<file path="src/rtl/id_ex_pipe_reg.sv">
// ID/EX pipeline register for the 5-stage MIPS core, with load-use hazard detection and bubble insertion.
// Optional feature macro: ID_EX_BUBBLE_COUNT_EN enables a saturating 32-bit hazard-bubble counter.
module id_ex_pipe_reg #(
  parameter int DW   = 32,
  parameter int RW   = 5,
  parameter int AOPW = 4
) (
  input  logic            clk,
  input  logic            rst_n,
  input  logic            hold,
  input  logic            flush,
  input  logic            id_valid,
  input  logic [DW-1:0]   id_pc_plus4,
  input  logic [DW-1:0]   id_rs_data,
  input  logic [DW-1:0]   id_rt_data,
  input  logic [DW-1:0]   id_imm_ext,
  input  logic [RW-1:0]   id_rs,
  input  logic [RW-1:0]   id_rt,
  input  logic [RW-1:0]   id_rd,
  input  logic            id_uses_rt,
  input  logic            id_reg_write,
  input  logic            id_mem_to_reg,
  input  logic            id_mem_read,
  input  logic            id_mem_write,
  input  logic            id_alu_src,
  input  logic            id_reg_dst,
  input  logic            id_branch,
  input  logic [AOPW-1:0] id_alu_op,
  output logic            hazard_stall,
  output logic            ex_valid,
  output logic [DW-1:0]   ex_pc_plus4,
  output logic [DW-1:0]   ex_rs_data,
  output logic [DW-1:0]   ex_rt_data,
  output logic [DW-1:0]   ex_imm_ext,
  output logic [RW-1:0]   ex_rs,
  output logic [RW-1:0]   ex_rt,
  output logic [RW-1:0]   ex_rd,
  output logic            ex_reg_write,
  output logic            ex_mem_to_reg,
  output logic            ex_mem_read,
  output logic            ex_mem_write,
  output logic            ex_alu_src,
  output logic            ex_reg_dst,
  output logic            ex_branch,
  output logic [AOPW-1:0] ex_alu_op,
  output logic [31:0]     bubble_count
);

  typedef struct packed {
    logic            valid;
    logic [DW-1:0]   pc_plus4;
    logic [DW-1:0]   rs_data;
    logic [DW-1:0]   rt_data;
    logic [DW-1:0]   imm_ext;
    logic [RW-1:0]   rs;
    logic [RW-1:0]   rt;
    logic [RW-1:0]   rd;
    logic            reg_write;
    logic            mem_to_reg;
    logic            mem_read;
    logic            mem_write;
    logic            alu_src;
    logic            reg_dst;
    logic            branch;
    logic [AOPW-1:0] alu_op;
  } stage_t;

  localparam int SW = $bits(stage_t);

  stage_t stage_r;
  stage_t stage_next_s;
  stage_t load_s;
  logic   rt_match_s;
  logic   hazard_stall_s;

  // Load-use detection: the load in EX writes a register the ID instruction reads
  always_comb begin
    rt_match_s     = id_uses_rt & (stage_r.rt == id_rt);
    hazard_stall_s = id_valid & stage_r.valid & stage_r.mem_read
                   & (stage_r.rt != {RW{1'b0}})
                   & ((stage_r.rt == id_rs) | rt_match_s)
                   & ~flush;
  end

  // Normal load image; an invalid slot keeps its data but cannot write state
  always_comb begin
    load_s            = {SW{1'b0}};
    load_s.valid      = id_valid;
    load_s.pc_plus4   = id_pc_plus4;
    load_s.rs_data    = id_rs_data;
    load_s.rt_data    = id_rt_data;
    load_s.imm_ext    = id_imm_ext;
    load_s.rs         = id_rs;
    load_s.rt         = id_rt;
    load_s.rd         = id_rd;
    load_s.reg_write  = id_valid & id_reg_write;
    load_s.mem_to_reg = id_valid & id_mem_to_reg;
    load_s.mem_read   = id_valid & id_mem_read;
    load_s.mem_write  = id_valid & id_mem_write;
    load_s.alu_src    = id_valid & id_alu_src;
    load_s.reg_dst    = id_valid & id_reg_dst;
    load_s.branch     = id_valid & id_branch;
    load_s.alu_op     = {AOPW{id_valid}} & id_alu_op;
  end

  // Next-state priority: flush bubble, hold, hazard bubble, load
  always_comb begin
    stage_next_s = stage_r;
    if (flush) begin
      stage_next_s = {SW{1'b0}};
    end else if (hold) begin
      stage_next_s = stage_r;
    end else if (hazard_stall_s) begin
      stage_next_s = {SW{1'b0}};
    end else begin
      stage_next_s = load_s;
    end
  end

  // Stage register with synchronous active-low reset
  always_ff @(posedge clk) begin
    if (!rst_n) begin
      stage_r <= {SW{1'b0}};
    end else begin
      stage_r <= stage_next_s;
    end
  end

  assign hazard_stall  = hazard_stall_s;
  assign ex_valid      = stage_r.valid;
  assign ex_pc_plus4   = stage_r.pc_plus4;
  assign ex_rs_data    = stage_r.rs_data;
  assign ex_rt_data    = stage_r.rt_data;
  assign ex_imm_ext    = stage_r.imm_ext;
  assign ex_rs         = stage_r.rs;
  assign ex_rt         = stage_r.rt;
  assign ex_rd         = stage_r.rd;
  assign ex_reg_write  = stage_r.reg_write;
  assign ex_mem_to_reg = stage_r.mem_to_reg;
  assign ex_mem_read   = stage_r.mem_read;
  assign ex_mem_write  = stage_r.mem_write;
  assign ex_alu_src    = stage_r.alu_src;
  assign ex_reg_dst    = stage_r.reg_dst;
  assign ex_branch     = stage_r.branch;
  assign ex_alu_op     = stage_r.alu_op;

`ifdef ID_EX_BUBBLE_COUNT_EN
  logic [31:0] bubble_count_r;
  logic        count_bubble_s;

  // Only hazard bubbles count; flush is already excluded from hazard_stall_s
  assign count_bubble_s = hazard_stall_s & ~hold;

  // Saturating hazard-bubble counter
  always_ff @(posedge clk) begin
    if (!rst_n) begin
      bubble_count_r <= 32'h0000_0000;
    end else if (count_bubble_s && (bubble_count_r != 32'hFFFF_FFFF)) begin
      bubble_count_r <= bubble_count_r + 32'h0000_0001;
    end else begin
      bubble_count_r <= bubble_count_r;
    end
  end

  assign bubble_count = bubble_count_r;
`else
  assign bubble_count = 32'h0000_0000;
`endif

endmodule

</file>
<file path="config.mk">
export PLATFORM = sky130hd
export DESIGN_NAME = id_ex_pipe_reg
export DESIGN_NICKNAME = d
export VERILOG_FILES = /design/src/rtl/id_ex_pipe_reg.sv
export SDC_FILE = /design/constraint.sdc
export NUM_CORES = 1
export LEC_CHECK = 0
export BUFFER_PORTS_ARGS = -buffer_cell sky130_fd_sc_hd__buf_2
export CAP_MARGIN = 5
export CORE_MARGIN = 2
export CORE_UTILIZATION = 36
export CTS_CLUSTER_SIZE = 14
export DETAILED_ROUTE_END_ITERATION = 8
export PLACE_DENSITY = 0.68
export SLEW_MARGIN = 20
export SYNTH_ARGS = -nofsm -noshare
export SYNTH_HDL_FRONTEND = slang
export SYNTH_SLANG_ARGS = --single-unit
export TNS_END_PERCENT = 1
</file>
<file path="constraint.sdc">
create_clock -name clk -period 4.6 [get_ports clk]
set_input_delay 0.23 -clock clk [delete_from_list [all_inputs] [get_ports clk]]
set_output_delay 0.23 -clock clk [all_outputs]
set_load 0.005 [all_outputs]
</file>
==> results of run 1 <==
metal layers:
metal | GRT usage [%] | wire (um) | vias to the layer above
li1 | - | - | 3358
met1 | 26.0 | 8860 | 3148
met2 | 31.0 | 9720 | 297
met3 | 6.59 | 1700 | 33
met4 | 7.37 | 471 | 0
met5 | 0 | 0 | -
kinds of logic (layout without fill, tap and decap cells):
group,Yosys count,in the layout,synth area share (%)
compound gates,312,312,31.7
simple gates,175,175,10.8
flops,155,155,45.9
buf+inv,119,357,10.2
xor+xnor,10,10,1.30
other cells,1,34,0.0555
Yosys cell counts:
cell type / n / area, um^2
dfxtp_1: 155 / 3100
nand2_1: 146 / 548
a32oi_1: 144 / 1260
o21ai_0: 134 / 671
clkbuf_1: 64 / 240
buf_4: 33 / 248
o21ai_1: 21 / 105
buf_6: 15 / 169
nand3_1: 12 / 60.1
a22oi_1: 11 / 82.6
and3_1: 11 / 68.8
xnor2_1: 10 / 87.6
buf_2: 5 / 25.0
buf_1: 2 / 7.51
and3b_1: 1 / 8.76
and4b_1: 1 / 10.0
conb_1: 1 / 3.75
nand4_1: 1 / 6.26
nor2b_1: 1 / 6.26
nor3b_2: 1 / 12.5
o21ai_4: 1 / 16.3
o22ai_1: 1 / 6.26
or4_4: 1 / 11.3
cell type report:
type	count	area, um^2
fillers	1790	9840
multi-input cells	529	3110
flip-flops and latches	155	3100
repair buffers	325	1680
clock buffers	20	447
well taps	234	293
clock inverters	12	113
diodes	2	5.00
how the worst max path moves through the flow:
stage	from	end	slack, ns	cells past startpoint
after global placement	ex_rt[1]	ex_rt_data[16]	2.28	5
final	ex_rt[0]	hazard_stall	1.86	5
after floorplan	ex_rt[0]	hazard_stall	2.99	5
after global routing	ex_rt[0]	hazard_stall	1.71	5
after CTS	ex_rt[0]	hazard_stall	1.84	5
after detailed placement	ex_rt[4]	ex_imm_ext[5]	2.22	5
power by group:
group,leakage (nW),switching [mW],internal [mW],total [mW]
Sequential,1.27,0.0454,1.43,1.47
Clock,0.272,0.600,0.767,1.37
Combinational,2.20,0.200,0.166,0.367
Total,3.75,0.846,2.36,3.21
worst register-to-register path: stages, from the launching register on:
cell     delay (ns)
dfxtp_1        0.36
or4_4          0.56
o21ai_4        0.43
buf_4          0.59
a32oi_1        0.21
o21ai_0        0.14
metrics by stage:
stage,util (%),power [mW]
floorplan,-,1.68
global placement,44.0,1.86
detailed placement,44.0,1.87
CTS,47.0,3.25
global route,47.1,3.35
finish,47.1,3.21
==> impl_metrics.yaml, run 1 <==
floorplanning:
  io-pin-count: 348
  die_w_um: 141
  std_cell_rows: 50
  die-area_mm2: 0.0199
  start_util_pct: 36.4
  die_h_um: 141
  core_mm2: 0.0186
worst_hold_path:
  worstHoldPathType: "input pin to flop"
  worstHoldPathCells: 3
  worstHoldStart: "id_pc_plus4[17]"
  whs_endpoint: "ex_pc_plus4[17]"
critical_path:
  path_class: "flop to output pin"
  crit_chain: "or4_4, o21ai_4, buf_4, nor2b_1, buf_2"
  cp.arrival_ns: 2.51
  timing.rr.end: "ex_rs_data[27]"
  reg2reg_from: "ex_rt[0]"
  rrSetupSlack_ns: 2.22
  critPathSlowestCell: "or4_4"
  r2r_cells: 5
  start_kind: "flop"
  cp_max_fo: 39
  crit_path_max_incr_delay_ns: 0.56
  cp_data_required_time_ns: 4.37
  path_delay_family: "simple AND/OR/NAND/NOR gates"
  cp-end-kind: "output pin"
  critical_path_buf_inv_count: 2
timing:
  max_freq_ghz: 0.366
  finalCritPeriodShare_pct: 59.5
  worst_slew_pin_slew_ns: 0.964
  finalMaxSlewViolations: 0
  finClkSkew_ns: 0.0136
  min_period_ns: 2.74
  tns_ns: 0
  setup_viol: 0
  slew-limit-headroom_pct: 35.7
  setup_ws_ns: 1.86
  rsz0062_at_grt: "false"
  holdWs_ns: 0.0504
  hold_viol: 0
route:
  drt_wl_total_mm: 20.8
  drc: 0
  first_pass_iters: 5
  ant_nets: 0
  num_vias: 6836
  wire_per_inst_um: 16.3
  vias_per_cell: 5.35
  drtIter0Drc: 468
global_routing:
  grt_pass1_wl_mm: 32.5
  antenna_found_initial: 2
  grt_usage_pct: 20.0
  overflow: 0
  grt_max_degree: 153
  grt_pass1_vias: 6168
clock_tree:
  cts_buffer_depth: 2
  cts_hold_buf: 0
  h-tree-depth: 4
  cts_tree: "yes"
  clock-sinks: 155
  cts_setup_buffers: 0
  clock_latency_ns: 0.42
  cts_made_buffers: 17
  post_cts_resized: 0
  clkTransAtPathRegs_ns: 0.06
  root_buffer: "clkbuf_16"
cells_and_area:
  final_cells: 1277
  fin_area_mm2: 0.00874
  layout-drive-gt1-share_pct: 34.6
  area_growth_pct: 29.4
  layout_common_cells: "buf_2 (315), dfxtp_1 (155), nand2_1 (146), a32oi_1 (144), o21ai_0 (134)"
  nets: 1188
  final_common_cell: "buf_2"
place:
  dpl_worst_slack_ns: 2.22
  place_inst: 1243
  io_buffer_count: 315
  placed_area_mm2: 0.00818
  finalWeightedCongestion: 0.770
  dp_hpwl_mm: 13.5
logic_synthesis:
  syn_inst: 772
  synth_area_per_cell_um2: 8.75
  yosysSeqAreaShare_pct: 45.9
  ys_ff_latch: 155
  yosys_warnings: 0
  syn_area_mm2: 0.00676
  synth_cell_types: 23
outcome:
  outcome: "finished clean"
pwr:
  ir_worst_vdd_mv: 0.237
  p_leak_nw: 3.75
  powerDensity_mw_per_mm2: 367
run:
  maxCapViolations: 0
(Power assumes the default switching activity.)
==> inputs of run 2 (changes only) <==
==> constraint.sdc (replaced) <==
create_clock -name clk -period 2.67 [get_ports clk]
set_input_delay 0.1335 -clock clk [delete_from_list [all_inputs] [get_ports clk]]
set_output_delay 0.1335 -clock clk [all_outputs]
set_load 0.005 [all_outputs]
==> run 2 against run 1 <==
  * Clock power is 89% higher
  * Sequential share of layout area fell by 5.6 points
  * Total power increased by 86%
  * Core utilization increased by 8.9 points
  * Clock skew down 0.0040 ns
  * Critical path depth stayed put
  * Register-to-register slack worse by 1.7 ns
  * Sequential power increased by 73%
  * Die area unchanged
  * Critical path type unchanged
  * Global-route usage is 1.8 points higher
  * Final area increased by 19%
  * Largest cell class is now non-clock buffers
==> impl_metrics.yaml, run 2 (same netlist as run 1, synthesis figures left out) <==
critical_path:
  rrSetupSlack_ns: 0.52
  critPathSlowestCell: "or4_4"
  path_delay_family: "simple AND/OR/NAND/NOR gates"
  cp_max_fo: 125
  crit_path_max_incr_delay_ns: 0.57
  start_kind: "flop"
  crit_chain: "or4_4, o21ai_4, buf_12, nor2b_1, buf_2"
  path_class: "flop to output pin"
  critical_path_buf_inv_count: 2
  cp.arrival_ns: 2.36
  cp_data_required_time_ns: 2.54
  cp-end-kind: "output pin"
timing:
  setup_viol: 0
  tns_ns: 0
  finalMaxSlewViolations: 0
  slew-limit-headroom_pct: 52.1
  max_freq_ghz: 0.401
  min_period_ns: 2.49
  worst_slew_pin_slew_ns: 0.719
  finClkSkew_ns: 0.00951
  finalCritPeriodShare_pct: 93.3
  holdWs_ns: 0.0144
  hold_viol: 0
  rsz0062_at_grt: "false"
clock_tree:
  cts_made_buffers: 17
  clock-sinks: 155
  cts_setup_buffers: 0
  root_buffer: "clkbuf_16"
  cts_buffer_depth: 2
  clock_latency_ns: 0.42
  cts_tree: "yes"
  h-tree-depth: 4
  clkTransAtPathRegs_ns: 0.07
  post_cts_resized: 0
place:
  dp_hpwl_mm: 13.2
  io_buffer_count: 315
  finalWeightedCongestion: 0.774
  placed_area_mm2: 0.00825
global_routing:
  busiest_layer: "met2"
  grt_max_degree: 133
  use_met2_pct: 36.2
  grt_pass1_wl_mm: 35.6
  grt_use_met3_pct: 6.15
  grt_pass1_vias: 7036
  overflow: 0
  met1_usage_pct: 26.3
  antenna_found_initial: 1
  grt_usage_pct: 21.8
route:
  ant_nets: 0
  drt_wl_total_mm: 23.0
  wire_per_inst_um: 16.1
  num_vias: 7597
  drtIter0Drc: 552
  first_pass_iters: 5
  vias_per_cell: 5.33
  drc: 0
floorplanning:
  std_cell_rows: 50
  io-pin-count: 348
  core_mm2: 0.0186
  die_w_um: 141
  die_h_um: 141
  die-area_mm2: 0.0199
  start_util_pct: 36.4
cells_and_area:
  area_growth_pct: 53.7
  layout-drive-gt1-share_pct: 30.4
  fin_area_mm2: 0.0104
  layout_common_cells: "buf_2 (315), dfxtp_1 (155), dlygate4sd3_1 (150), nand2_1 (146), a32oi_1 (144)"
  fin_util_pct: 55.9
  final.fill_count: 1609
  final_common_cell: "buf_2"
  nets: 1338
worst_hold_path:
  worstHoldPathType: "input pin to flop"
pwr:
  ir_worst_vdd_mv: 0.424
  p_leak_nw: 4.43
  powerDensity_mw_per_mm2: 574
outcome:
  outcome: "finished clean"
run:
  maxCapViolations: 0
-- run 2: final timing paths --
kind	start	to	cells after the start
worst max-delay path	ex_rt[0]	hazard_stall	5
worst max register to register	ex_rt[0]	ex_imm_ext[1]	5
worst min register to register	ex_pc_plus4[24]	ex_pc_plus4[24]	2
worst min-delay path	id_rs[1]	ex_rs[1]	3
-- run 2: through the flow --
stage | power (mW) | setup slack [ns] | std cells
floorplan | 2.89 | 1.09 | 803
global placement | 3.22 | 0.723 | 1243
detailed placement | 3.23 | 0.689 | 1243
CTS | 6.02 | 0.239 | 1425
global route | 6.23 | 0.167 | 1426
finish | 5.97 | 0.178 | 1426
-- run 2: what timing repair did --
item | in CTS | in global routing
hold endpoints to repair | 150 | 0
setup endpoints to repair | 0 | 0
hold buffers | 150 | 0
-- run 2: routing by layer --
layer,part of all wire [%],vias to the layer above
li1,-,3657
met1,41,3533
met2,49,361
met3,7.3,46
met4,3.0,0
met5,0,-
-- run 2: final cells by class --
cell class                 count  area, um^2  share of cell area, %
tap                          234         293                   2.82
clock inverter                13         179                   1.72
sequential                   155        3100                   29.9
antenna                        1        2.50                 0.0241
clock buffer                  19         453                   4.36
timing repair buffer         475        3250                   31.3
multi-input combinational    529        3110                   29.9
-- run 2: power by group --
group	switching [mW]	internal (mW)
combinational	0.395	0.439
clock	1.05	1.55
sequential	0.0806	2.46
-- run 2: worst min-delay path, cell delays in order --
cell	delay (ns)
buf_2	0.13
nand2_1	0.05
o21ai_0	0.06
